<file path="src/rtl/usr_pkg.sv">
// Shared definitions for the universal shift-register sequencer:
// mode-select op encodings and the sequencer FSM states.
package usr_pkg;

  localparam logic [1:0] OP_HOLD = 2'b00;
  localparam logic [1:0] OP_ROR  = 2'b01;
  localparam logic [1:0] OP_ROL  = 2'b10;
  localparam logic [1:0] OP_LOAD = 2'b11;

  typedef enum logic [1:0] {
    ST_IDLE = 2'd0,
    ST_RUN  = 2'd1,
    ST_DONE = 2'd2
  } state_t;

endpackage

</file>
<file path="src/rtl/usr_cmd_fifo.sv">
// Synchronous command FIFO with full/empty flags; a push while full or a
// pop while empty is ignored, so the contents are never corrupted.
module usr_cmd_fifo #(
  parameter int DEPTH = 4,
  parameter int WIDTH = 8
) (
  input  logic             clk,
  input  logic             rst,
  input  logic             i_push,
  input  logic [WIDTH-1:0] i_data,
  input  logic             i_pop,
  output logic [WIDTH-1:0] o_data,
  output logic             o_full,
  output logic             o_empty
);

  localparam int AW = $clog2(DEPTH);

  logic [WIDTH-1:0] r_mem [DEPTH];
  logic [AW:0]      r_wrPtr;
  logic [AW:0]      r_rdPtr;
  logic             w_doPush;
  logic             w_doPop;

  // Pointers carry one extra wrap bit so full and empty are distinguishable.
  assign o_empty  = (r_wrPtr == r_rdPtr);
  assign o_full   = (r_wrPtr[AW] != r_rdPtr[AW]) &&
                    (r_wrPtr[AW-1:0] == r_rdPtr[AW-1:0]);
  assign w_doPush = i_push && !o_full;
  assign w_doPop  = i_pop && !o_empty;
  assign o_data   = r_mem[r_rdPtr[AW-1:0]];

  always_ff @(posedge clk) begin
    if (rst) begin
      r_wrPtr <= '0;
      r_rdPtr <= '0;
    end else begin
      if (w_doPush) r_wrPtr <= r_wrPtr + (AW+1)'(1);
      if (w_doPop)  r_rdPtr <= r_rdPtr + (AW+1)'(1);
    end
  end

  always_ff @(posedge clk) begin
    if (w_doPush) r_mem[r_wrPtr[AW-1:0]] <= i_data;
  end

endmodule

</file>
<file path="src/rtl/usr_sequencer.sv">
// Queues {op, cnt, data} commands and replays each one as mode select and
// parallel data for a universal shift register, one command at a time.
module usr_sequencer #(
  parameter int FIFO_DEPTH = 4,
  parameter int CNT_W      = 4
) (
  input  logic             clk,
  input  logic             rst,
  input  logic             cmd_valid,
  output logic             cmd_ready,
  input  logic [1:0]       cmd_op,
  input  logic [CNT_W-1:0] cmd_cnt,
  input  logic [3:0]       cmd_data,
  output logic             s1,
  output logic             s0,
  output logic [3:0]       p_in,
  output logic             busy,
  output logic             done
);

  import usr_pkg::*;

  localparam int ENTRY_W = 2 + CNT_W + 4;

  state_t             r_state;
  state_t             w_nextState;
  logic [1:0]         r_op;
  logic [1:0]         r_sel;
  logic [1:0]         w_selNext;
  logic [CNT_W-1:0]   r_cnt;
  logic [CNT_W-1:0]   w_cntNext;
  logic [CNT_W-1:0]   w_effCnt;
  logic [3:0]         r_pIn;
  logic [3:0]         w_pInNext;
  logic               r_done;
  logic               w_doneNext;
  logic [ENTRY_W-1:0] w_head;
  logic [1:0]         w_headOp;
  logic [CNT_W-1:0]   w_headCnt;
  logic [3:0]         w_headData;
  logic               w_full;
  logic               w_empty;
  logic               w_pop;

  usr_cmd_fifo #(
    .DEPTH (FIFO_DEPTH),
    .WIDTH (ENTRY_W)
  ) u_fifo (
    .clk     (clk),
    .rst     (rst),
    .i_push  (cmd_valid),
    .i_data  ({cmd_op, cmd_cnt, cmd_data}),
    .i_pop   (w_pop),
    .o_data  (w_head),
    .o_full  (w_full),
    .o_empty (w_empty)
  );

  assign cmd_ready = !w_full;
  assign w_pop     = (r_state == ST_IDLE) && !w_empty;
  assign {w_headOp, w_headCnt, w_headData} = w_head;
  // A parallel load is a single-cycle action regardless of its count field.
  assign w_effCnt  = (w_headOp == OP_LOAD) ? CNT_W'(1) : w_headCnt;

  always_ff @(posedge clk) begin
    if (rst) r_state <= ST_IDLE;
    else     r_state <= w_nextState;
  end

  always_comb begin
    w_nextState = r_state;
    case (r_state)
      ST_IDLE: if (w_pop) w_nextState = (w_effCnt != '0) ? ST_RUN : ST_DONE;
      ST_RUN:  if (r_cnt <= CNT_W'(1)) w_nextState = ST_DONE;
      ST_DONE: w_nextState = ST_IDLE;
      default: w_nextState = ST_IDLE;
    endcase
  end

  // Outputs are computed from the next state so the registered copies line
  // up with the state they describe.
  always_comb begin
    w_selNext  = OP_HOLD;
    w_pInNext  = r_pIn;
    w_cntNext  = r_cnt;
    w_doneNext = (w_nextState == ST_DONE);
    if (w_pop) begin
      w_pInNext = w_headData;
      w_cntNext = w_effCnt;
    end else if (r_state == ST_RUN && r_cnt != '0) begin
      w_cntNext = r_cnt - CNT_W'(1);
    end
    if (w_nextState == ST_RUN) w_selNext = w_pop ? w_headOp : r_op;
  end

  always_ff @(posedge clk) begin
    if (rst) begin
      r_op   <= OP_HOLD;
      r_sel  <= OP_HOLD;
      r_cnt  <= '0;
      r_pIn  <= '0;
      r_done <= 1'b0;
    end else begin
      if (w_pop) r_op <= w_headOp;
      r_sel  <= w_selNext;
      r_cnt  <= w_cntNext;
      r_pIn  <= w_pInNext;
      r_done <= w_doneNext;
    end
  end

  assign {s1, s0} = r_sel;
  assign p_in     = r_pIn;
  assign done     = r_done;
  assign busy     = (r_state != ST_IDLE) || !w_empty;

endmodule

</file>
<file path="config.mk">
export PLATFORM = sky130hd
export DESIGN_NAME = usr_sequencer
export DESIGN_NICKNAME = d
export VERILOG_FILES = /design/src/rtl/usr_pkg.sv /design/src/rtl/usr_cmd_fifo.sv /design/src/rtl/usr_sequencer.sv
export SDC_FILE = /design/constraint.sdc
export NUM_CORES = 1
export LEC_CHECK = 0
export BUFFER_PORTS_ARGS = -buffer_cell sky130_fd_sc_hd__buf_4
export CORE_ASPECT_RATIO = 1.25
export CORE_UTILIZATION = 62
export DETAILED_ROUTE_END_ITERATION = 10
export PLACE_DENSITY = 0.8
export SYNTH_ARGS = -nofsm -noshare
export SYNTH_HDL_FRONTEND = slang
export SYNTH_SLANG_ARGS = --single-unit
</file>
<file path="constraint.sdc">
create_clock -name clk -period 5.9 [get_ports clk]
set_input_delay 1.18 -clock clk [delete_from_list [all_inputs] [get_ports clk]]
set_output_delay 1.18 -clock clk [all_outputs]
set_load 0.03 [all_outputs]
</file>
==> results.md <==
- Outcome: completed
- GRT overflow: 0
- CP Cell Sequence: xor2_1 -> nor2_1 -> nand3_1 -> buf_4
- Worst Path Arrival: 1.46 ns
- Worst setup SP type: register
- Largest net degree at the start of global routing: 22
- Drt pass-1 iters: 4
- Number of flops mapped to enable cells by yosys: 40
- Peak supply drop: 0.374 mV
- Slew @ Worst Pin: 0.545 ns
- Post-CTS sizing: 0
- Placer Congestion: 0.791
- Seq pwr share: 42.2%
- CTS Hold Bufs: 0
- Vias/cell: 5.67
- Die area: 4410 um^2
- Proportion of layout cells with a drive suffix above 1: 20.6%
- First-pass GRT wire length: 6770 um
- Mapped cell area: 2570 um^2
- Delay of the slowest critical-path stage: 0.44 ns
- DIE WIDTH: 59.6 um
- Multi-input combinational cell area: 858 um^2
- Initial antenna violation count: 0
- Power Dens Cells: 470 nW/um^2
- RSZ-0062 raised after global routing: false
- Kind of end point of the critical path: primary output
- Internal: 952 uW
- Synth Register Bits: 63
- Dominant cells by area after synthesis: edfxtp_1 47%, dfxtp_1 18%, mux4_1 8.2%, ha_1 3.9%, a21oi_1 2.3%
- Static Leak: 0.00109 uW
- Seq/Total Area, Yosys: 64.7%
- Vias after detailed routing: 1490
- Clock buffer depth: 2
- Drt total wl: 4280 um
- Worst endpoint required time: 4.72 ns
- Synthesized instance count: 177
- Clk network pwr share: 28.8%
- Post-DP HPWL: 2960 um
- Syn_nets: 198
- Switching share of power: 32.4%
- Fin. Hold Viols: 0
- Share of synthesized registers carrying an async set or reset: 0%
- Setup CP Type: register to primary output
- Clk pin slew, worst setup/hold paths: 0.07 ns
- Drt drc: 0
- Clk_skew: 0.00529 ns
- Fill count: 259
- Power Total: 1410 uW
- Share of the synthesized area in the top cell type: 46.8%
- CTS HTree Levels: 3
- Pins Over Slew Limit: 0
- Max-cap viol count: 0
- Top fanout value on the critical path: 5
- Top cell type by total area after synthesis: edfxtp_1
- Slowest stage cell, crit path: dfxtp_1
- Switch Pwr: 455 uW
- Core area: 3880 um^2
- Max Fclk: 0.379 GHz
- Register area: 1660 um^2
- Fin nets: 225
- Initial drt markers: 106
- Initial Utilization: 66.2%
- Diode count: 0
- Height of the die: 74.0 um
- Syn avg cell area: 14.5 um^2
- Clock Latency Late Sink: 0.34 ns
- Sink Count: 63
- Worst hold path class: register to register
- Avg WL per Cell: 16.3 um
- Slew HR: 63.6%
- Number of setup buffers added after CTS: 0
- CTS tree: built
- Comb power frac: 29.0%
- Layout overhead on the synthesized area: 16.5%
- Root buf cell: clkbuf_8
- FP Rows: 25
- PortBufs: 21
- Final min period: 2.64 ns
- Synthesis warning total: 0
- GRT Total Usage: 22.5%
- Unique masters post-synth: 35
- Vias in the first global route: 1426
- Setup_tns: 0 ns
- Endpoints failing setup: 0
- Post-route ant nets: 0
- Dominant synthesized flop cell: edfxtp_1
- Final Cycle Share: 44.7%
- Ports: 22
- Num CTS Buffers: 9
-- critical path, delay by kind of cell (launching register included) --
kind | cells | cell delay (ns)
xor+xnor | 1 | 0.31
flops | 1 | 0.44
simple gates | 2 | 0.21
buf+inv | 1 | 0.16
-- registers in the layout (all words and copies together) (netlist names), named ones only --
register,cells
u_fifo.r_mem,40
u_fifo.r_wrPtr,3
done,1
u_fifo.r_rdPtr,3
p_in,4
r_state,2
r_sel,2
r_op,2
r_cnt,4
-- power by group through the flow --
stage	logic (uW)	clock network [uW]	registers, uW
after floorplan	286	0	611
after global placement	392	0	598
after detailed placement	407	0	604
after CTS	411	410	595
after global routing	452	429	602
final	408	405	594
-- through the flow --
stage	area (um^2)	worst slack (ns)	util, %	std cells	hold WS (ns)
floorplan	2570	3.72	-	177	0.436
global placement	2770	3.51	71.5	247	0.441
detailed placement	2770	3.42	71.5	247	0.457
CTS	2990	3.25	77.1	263	0.467
global route	2990	3.14	77.1	263	0.485
finish	2990	3.26	77.1	263	0.464
-- final timing paths --
check	startpoint	end	slack, ns	cells after the start
min reg2reg	p_in[3]	p_in[3]	0.46	2
max reg2reg	register	r_sel[0]	3.45	4
max	u_fifo.r_wrPtr[1]	busy	3.26	4
min	p_in[3]	p_in[3]	0.46	2
-- cells in the final DEF, fill, tap and decap left out, types with 3 or more instances in the layout --
cell type	instances
a21oi_1	12
and2_1	4
buf_4	22
clkbuf_8	9
dfxtp_1	23
edfxtp_1	40
ha_1	8
inv_1	5
mux4_1	8
nand2_1	16
nand3_1	4
nor2_1	10
o21ai_0	5
xnor2_1	4
xor2_1	3
-- cells by family after synthesis --
family	synth area share, %
flops	64.7
simple gates	8.87
compound gates	7.94
buf+inv	1.90
mux	10.3
fa+ha+maj	3.90
xor+xnor	2.39
-- layout make-up --
type / count / area share (%)
clock buffer: 9 / 4.14
clock inverter: 7 / 3.22
inverter: 5 / 0.627
multi-input combinational: 103 / 28.7
sequential: 63 / 55.5
tap: 54 / 2.26
timing repair buffer: 22 / 5.52
-- synthesized netlist by cell type (2+ instances only) --
cell type,count
nor4b_1,2
o32ai_1,2
nor3_1,2
edfxtp_1,40
o31a_1,2
a32o_1,2
inv_1,5
mux4_1,8
nand2b_1,2
a21boi_0,2
nor2_1,10
nor2b_1,2
a21oi_1,12
clkbuf_1,5
nand3_1,4
xor2_1,3
mux4_2,2
nand2_1,16
o21ai_0,5
and2_1,4
dfxtp_1,23
xnor2_1,4
ha_1,8
-- per-layer routing --
layer | up-vias | GRT usage, % | wire length, um
li1 | 721 | - | -
met1 | 731 | 27.8 | 1820
met2 | 29 | 36.2 | 2240
met3 | 9 | 6.96 | 138
met4 | 0 | 11.1 | 88
met5 | - | 0 | 0
No activity file was read; power rests on OpenSTA's default activity.
